**config.mk**
```make
export PLATFORM = sky130hd
export DESIGN_NAME = mac_seq_ctrl
export DESIGN_NICKNAME = d
export VERILOG_FILES = /design/src/rtl/dsp_seq_pkg.sv /design/src/rtl/seq_delay_line.sv /design/src/rtl/mac_seq_ctrl.sv
export SDC_FILE = /design/constraint.sdc
export NUM_CORES = 1
export LEC_CHECK = 0
export ABC_AREA = 1
export CAP_MARGIN = 40
export CORE_AREA = 3 3 69 84
export DETAILED_ROUTE_END_ITERATION = 10
export DIE_AREA = 0 0 72 87
export SKIP_CTS_REPAIR_TIMING = 1
export SLEW_MARGIN = 20
export SYNTH_ARGS = -nofsm -noshare
export SYNTH_HDL_FRONTEND = slang
export SYNTH_SLANG_ARGS = --single-unit
```
**constraint.sdc**
```tcl
create_clock -name clk -period 1.2 [get_ports clk]
set_clock_uncertainty 0.05 [all_clocks]
set_input_delay 0.18 -clock clk [delete_from_list [all_inputs] [get_ports clk]]
set_output_delay 0.18 -clock clk [all_outputs]
set_load 0.05 [all_outputs]
```
**src/rtl/dsp_seq_pkg.sv**
```systemverilog
// Shared types and constants for the DSP MAC sequencer: FSM state encoding,
// DSP opmode values and the tag-to-opmode decode.
package dsp_seq_pkg;

  typedef enum logic [1:0] {
    ST_IDLE  = 2'd0,
    ST_RUN   = 2'd1,
    ST_DRAIN = 2'd2,
    ST_HOLD  = 2'd3
  } seq_state_e;

  localparam logic [7:0] OPM_CLR  = 8'h01;  // X=M, Z=0
  localparam logic [7:0] OPM_ACC  = 8'h09;  // X=M, Z=P
  localparam logic [7:0] OPM_IDLE = 8'h00;

  // The first product of a job clears the accumulator; later ones add to P.
  function automatic logic [7:0] opm_decode(input logic valid, input logic first);
    logic [7:0] opm;
    if (!valid) begin
      opm = OPM_IDLE;
    end else if (first) begin
      opm = OPM_CLR;
    end else begin
      opm = OPM_ACC;
    end
    return opm;
  endfunction

endpackage

```
**src/rtl/seq_delay_line.sv**
```systemverilog
// Fixed-depth shift register for per-cycle tags; DEPTH=0 is a plain wire.
// Asynchronous active-high reset clears every stage.
module seq_delay_line #(
  parameter int DEPTH = 1,
  parameter int WIDTH = 1
) (
  input  logic             clk,
  input  logic             rst,
  input  logic [WIDTH-1:0] d,
  output logic [WIDTH-1:0] q
);

  generate
    if (DEPTH == 0) begin : g_wire
      assign q = d;
    end else begin : g_regs
      logic [WIDTH-1:0] stage_r [DEPTH];

      // Shift chain: stage 0 captures d, each later stage takes its predecessor.
      always_ff @(posedge clk or posedge rst) begin
        if (rst) begin
          for (int i = 0; i < DEPTH; i++) begin
            stage_r[i] <= {WIDTH{1'b0}};
          end
        end else begin
          stage_r[0] <= d;
          for (int i = 1; i < DEPTH; i++) begin
            stage_r[i] <= stage_r[i-1];
          end
        end
      end

      assign q = stage_r[DEPTH-1];
    end
  endgenerate

endmodule

```
**src/rtl/mac_seq_ctrl.sv**
```systemverilog
// Operand/opmode sequencer for a DSP-slice multiply-accumulate job.
// Optional output backpressure: define MAC_SEQ_BACKPRESSURE_EN to add out_ready.
module mac_seq_ctrl
  import dsp_seq_pkg::*;
#(
  parameter int LEN_W    = 8,
  parameter int OPM_DLY  = 2,
  parameter int PIPE_LAT = 4
) (
  input  logic             clk,
  input  logic             rst,
  input  logic             start,
  input  logic [LEN_W-1:0] len,
  input  logic             in_valid,
  output logic             in_ready,
  output logic             ce_ab,
  output logic [7:0]       opmode,
  output logic             ce_p,
  output logic             out_valid,
  output logic             done,
  output logic             busy,
  output logic             len_err
`ifdef MAC_SEQ_BACKPRESSURE_EN
  ,
  input  logic             out_ready
`endif
);

  localparam logic [LEN_W-1:0] LEN_ZERO   = {LEN_W{1'b0}};
  localparam logic [LEN_W-1:0] LEN_ONE    = {{(LEN_W-1){1'b0}}, 1'b1};
  localparam logic [3:0]       DRAIN_INIT = 4'(PIPE_LAT - 1);
  localparam logic [3:0]       DRAIN_ONE  = 4'd1;

  seq_state_e       state_r, state_s;
  logic [LEN_W-1:0] remaining_r, remaining_s;
  logic [3:0]       drain_r, drain_s;
  logic             first_r, first_s;
  logic             len_err_r, len_err_s;
  logic             done_s;
  logic             accept_s;
  logic [1:0]       tag_s, tag_dly_s;
  logic [7:0]       opmode_r;
  logic             ce_p_r;

  assign in_ready = (state_r == ST_RUN);
  assign accept_s = in_valid & in_ready;
  assign ce_ab    = accept_s;
  assign tag_s    = {accept_s, accept_s & first_r};

  // FSM state and job counters.
  always_ff @(posedge clk or posedge rst) begin
    if (rst) begin
      state_r     <= ST_IDLE;
      remaining_r <= LEN_ZERO;
      drain_r     <= 4'd0;
      first_r     <= 1'b0;
      len_err_r   <= 1'b0;
    end else begin
      state_r     <= state_s;
      remaining_r <= remaining_s;
      drain_r     <= drain_s;
      first_r     <= first_s;
      len_err_r   <= len_err_s;
    end
  end

  // Next-state logic; done fires in the HOLD cycle that returns to IDLE.
  always_comb begin
    state_s     = state_r;
    remaining_s = remaining_r;
    drain_s     = drain_r;
    first_s     = first_r;
    len_err_s   = 1'b0;
    done_s      = 1'b0;
    case (state_r)
      ST_IDLE: begin
        if (start && (len != LEN_ZERO)) begin
          remaining_s = len;
          first_s     = 1'b1;
          state_s     = ST_RUN;
        end else if (start) begin
          len_err_s = 1'b1;
        end else begin
          state_s = ST_IDLE;
        end
      end
      ST_RUN: begin
        if (accept_s) begin
          remaining_s = remaining_r - LEN_ONE;
          first_s     = 1'b0;
          if (remaining_r == LEN_ONE) begin
            drain_s = DRAIN_INIT;
            state_s = ST_DRAIN;
          end else begin
            state_s = ST_RUN;
          end
        end else begin
          state_s = ST_RUN;
        end
      end
      ST_DRAIN: begin
        // HOLD is reached exactly PIPE_LAT cycles after the last accept.
        drain_s = drain_r - DRAIN_ONE;
        if (drain_r <= DRAIN_ONE) begin
          drain_s = 4'd0;
          state_s = ST_HOLD;
        end else begin
          state_s = ST_DRAIN;
        end
      end
      ST_HOLD: begin
`ifdef MAC_SEQ_BACKPRESSURE_EN
        if (out_ready) begin
          done_s  = 1'b1;
          state_s = ST_IDLE;
        end else begin
          state_s = ST_HOLD;
        end
`else
        done_s  = 1'b1;
        state_s = ST_IDLE;
`endif
      end
      default: begin
        state_s = ST_IDLE;
      end
    endcase
  end

  // The output register below supplies the final cycle of the OPM_DLY delay.
  seq_delay_line #(
    .DEPTH(OPM_DLY - 1),
    .WIDTH(2)
  ) u_tag_dly (
    .clk(clk),
    .rst(rst),
    .d  (tag_s),
    .q  (tag_dly_s)
  );

  // Registered DSP controls decoded from the delayed tag.
  always_ff @(posedge clk or posedge rst) begin
    if (rst) begin
      opmode_r <= OPM_IDLE;
      ce_p_r   <= 1'b0;
    end else begin
      opmode_r <= opm_decode(tag_dly_s[1], tag_dly_s[0]);
      ce_p_r   <= tag_dly_s[1];
    end
  end

  assign opmode    = opmode_r;
  assign ce_p      = ce_p_r;
  assign out_valid = (state_r == ST_HOLD);
  assign busy      = (state_r != ST_IDLE);
  assign done      = done_s;
  assign len_err   = len_err_r;

endmodule
```
==> flow_summary.json <==
{
  "syn_area_sq_um": 1250,
  "worst_setup_path_end_kind": "output port",
  "worst_setup_path_start_kind": "register",
  "die-height_um": 87,
  "io_buffer_count": 20,
  "final_layout_size_suffix_gt1_frac": 0.424,
  "layoutNonFillerInstCount": 270,
  "synth_compound_gate_area_share": 0.100,
  "setup-violations-final": 19,
  "floorplan.initialDensity": 0.250,
  "post_layout_nets": 228,
  "worstPathCellList": "nor2_4 -> buf_4 -> buf_12",
  "grt_antenna_before_repair": 0,
  "r2r_start": "remaining_r[1]$_DFFE_PP0P_",
  "static-leakage-power_nw": 0.956,
  "area_growth_syn_to_layout_pct": 59.0,
  "path_max_fanout": 8,
  "length_in_cells_of_the_worst_reg_to_reg_path": 9,
  "synthXorXnorAreaFrac": 0.0140,
  "final_hpwl_from_detailed_placement_mm": 2.18,
  "simple_gate_fraction_of_synth_area": 0.304,
  "finalHoldViolCount": 0,
  "synth-adder-area-share": 0.0400,
  "placed_cells_incl_taps": 262,
  "detailedRoute.firstIterationViolations": 47,
  "final_antenna_net_count": 0,
  "drt_pre_antenna_iters": 4,
  "power.ir.vdd_worst_uv": 934,
  "placeableCoreArea_sq_um": 5010,
  "drt-wirelength-per-cell_um": 11.0,
  "final_core_utilization": 0.397,
  "arrival_ns": 1.18,
  "worstHoldPathType": "input port to asynchronous set/reset pin",
  "rsz_0062_raised_after_global_routing": "yes",
  "rows": 28,
  "ff_latch_area_sq_um": 502,
  "yosysTopAreaCellShare": 0.400,
  "cellPowerDensity_nw_per_um2": 2200,
  "postSynthAreaPerCell_sq_um": 7.72,
  "wirelength_mm": 2.97,
  "maxClockFrequency_mhz": 710,
  "h-tree-depth": 1,
  "worst_ep_required_time_ns": 0.97,
  "maximum_number_of_pins_on_one_net_before_global_route_repair": 13,
  "cts.sinks": 20,
  "violations": "negative setup slack",
  "multi_input_area_sq_um": 719,
  "n_fill_cell": 510,
  "r2r_setup_slack_ns": -0.16,
  "min_period_ns": 1.41,
  "grt.total_usage": 0.0943,
  "minimum_hold_slack_ns": 0.168,
  "path_delay_family": "flip-flops",
  "tritoncts.num_buffers": 3,
  "crit_path_largest_cell_delay_ns": 0.44,
  "dieWidth_um": 72,
  "first_global_vias": 1134,
  "post_synth_inst_count": 162,
  "synth_mux_area_frac": 0,
  "post_synth_main_area_contributors": "sky130_fd_sc_hd__dfrtp_1 40%, sky130_fd_sc_hd__nand2_1 10%, sky130_fd_sc_hd__inv_1 7.2%",
  "cts_tree": "yes",
  "cts_buffer_depth": 2,
  "drt_drc_violations_left": 0,
  "maxSlewViolCount": 0,
  "timing.final.crit_share": 1.17,
  "yosys.area.top_type": "sky130_fd_sc_hd__dfrtp_1",
  "combinational_family_with_the_most_area_after_synthesis": "simple AND/OR/NAND/NOR gates",
  "synth-seq-cells": 20,
  "clkLatencyLatePin_ns": 0.26,
  "maxCapViolations": 0,
  "sequential_share_of_the_synthesized_area": 0.400,
  "critical_path_start_end_classification": "register to output port",
  "synthDistinctLibCells": 27,
  "grt_first_pass_wirelength_mm": 4.77,
  "post-route-worst-setup-slack_ns": -0.209,
  "synth-warning-count": 0,
  "drt-vias-per-instance": 4.31,
  "timing.rr.end": "drain_r[2]$_DFFE_PP0P_",
  "place.gp.congestion": 0.834,
  "overflow": 0,
  "outcome": "complete, but fails checks",
  "timing.critical_path.buf_inv": 2,
  "timing.critical_path.slowest_stage_cell": "sky130_fd_sc_hd__dfrtp_2",
  "n_antenna_cell": 0,
  "clock_pin_slew_on_the_worst_setup_and_hold_paths_ns": 0.08,
  "die_area_sq_um": 6260,
  "top_ports": 27,
  "clock_tree.root_cell": "sky130_fd_sc_hd__clkbuf_8",
  "vias": 1165
}
[power by group]
group / internal, mW / switching, mW / leakage [nW] / total [mW]
Sequential: 0.916 / 0.261 / 0.237 / 1.18
Combinational: 1.30 / 1.46 / 0.697 / 2.76
Clock: 0.224 / 0.221 / 0.0216 / 0.445
[sequential cells by signal (all words and copies together) (netlist names), named ones only]
register	count
opmode	2
first_r	1
drain_r	4
state_r	1
u_tag_dly.q	2
len_err	1
remaining_r	8
[routing by layer]
| layer | track usage | up-vias | share of wire |
|---|---|---|---|
| met1 | 0.112 | 536 | 0.42 |
| met2 | 0.171 | 32 | 0.52 |
| met4 | 0.0120 | 0 | 0.0040 |
| li1 | - | 595 | - |
| met3 | 0.0277 | 2 | 0.047 |
| met5 | 0 | - | 0 |
[worst register-to-register path: stages (launching register included)]
cell and delay, ns:
sky130_fd_sc_hd__dfrtp_1 0.40, sky130_fd_sc_hd__inv_2 0.13, sky130_fd_sc_hd__ha_4 0.14, sky130_fd_sc_hd__nand3_2 0.08, sky130_fd_sc_hd__nor2_2 0.11, sky130_fd_sc_hd__nand2_2 0.07, sky130_fd_sc_hd__nand2_2 0.11, sky130_fd_sc_hd__inv_4 0.06
sky130_fd_sc_hd__nand2_2 0.05, sky130_fd_sc_hd__o21ai_1 0.05
[synth_stat cells]
cell type,instances
sky130_fd_sc_hd__or2_2,1
sky130_fd_sc_hd__o21ai_4,1
sky130_fd_sc_hd__xnor2_1,2
sky130_fd_sc_hd__dfrtp_1,20
sky130_fd_sc_hd__o21ai_0,8
sky130_fd_sc_hd__nor3_1,2
sky130_fd_sc_hd__conb_1,1
sky130_fd_sc_hd__inv_2,2
sky130_fd_sc_hd__nor2_4,2
sky130_fd_sc_hd__nand3_2,2
sky130_fd_sc_hd__buf_6,1
sky130_fd_sc_hd__nand2_2,2
sky130_fd_sc_hd__o211ai_1,1
sky130_fd_sc_hd__ha_1,4
sky130_fd_sc_hd__nor4_1,1
sky130_fd_sc_hd__buf_2,1
sky130_fd_sc_hd__nor2_1,16
sky130_fd_sc_hd__buf_4,8
sky130_fd_sc_hd__nand3_1,16
sky130_fd_sc_hd__a21oi_1,4
sky130_fd_sc_hd__a31oi_1,1
sky130_fd_sc_hd__nand4_1,1
sky130_fd_sc_hd__nand2_4,2
sky130_fd_sc_hd__o21ai_2,4
sky130_fd_sc_hd__nand2_1,34
sky130_fd_sc_hd__inv_1,24
sky130_fd_sc_hd__nor2_2,1
[metrics by stage]
stage                     instance area [sq um]  worst slack [ns]  power (mW)  TNS, ns
after floorplan                            1290           -0.0641        2.60   -0.575
after global placement                     1760            -0.299        3.45    -3.90
after detailed placement                   1760            -0.328        3.48    -4.22
after CTS                                  1800            -0.260        3.95    -2.84
after global routing                       1990            -0.267        4.74    -3.58
final                                      1990            -0.209        4.38    -2.10
[cells in the final DEF, fill, tap and decap left out, types with 5 or more instances in the layout]
cell type                         instances
sky130_fd_sc_hd__dfrtp_1                 19
sky130_fd_sc_hd__buf_12                   9
sky130_fd_sc_hd__nand3_1                 13
sky130_fd_sc_hd__nor2_1                  12
sky130_fd_sc_hd__nand2_2                  9
sky130_fd_sc_hd__inv_1                   18
sky130_fd_sc_hd__clkdlybuf4s50_1          7
sky130_fd_sc_hd__o21ai_2                  6
sky130_fd_sc_hd__nand2_1                 26
sky130_fd_sc_hd__conb_1                   6
sky130_fd_sc_hd__nand3_2                  5
sky130_fd_sc_hd__buf_4                   26
[how the worst max path moves through the flow]
stage,start,to,slack [ns],cells past startpoint
2_1_floorplan,register,remaining_r[0]$_DFFE_PP0P_,-0.06,8
3_3_place_gp,len[4],remaining_r[3]$_DFFE_PP0P_,-0.30,7
3_5_place_dp,len[4],remaining_r[3]$_DFFE_PP0P_,-0.33,7
4_1_cts,register,in_ready,-0.26,3
5_1_grt,register,in_ready,-0.27,3
6_report,register,in_ready,-0.21,3
[logic make-up (layout without fill, tap and decap cells)]
family	Yosys count	after routing
buf+inv	36	79
simple gates	80	80
other cells	1	6
flops	20	20
compound gates	19	19
xor+xnor	2	2
fa+ha+maj	4	4
[final cells by class]
cell class,count,area share
Clock buffer,3,0.0208
Sequential cell,20,0.252
Inverter,26,0.0560
Multi-Input combinational cell,111,0.362
Timing Repair Buffer,50,0.272
Tap cell,60,0.0377
No activity file was read; power rests on OpenSTA's default activity.
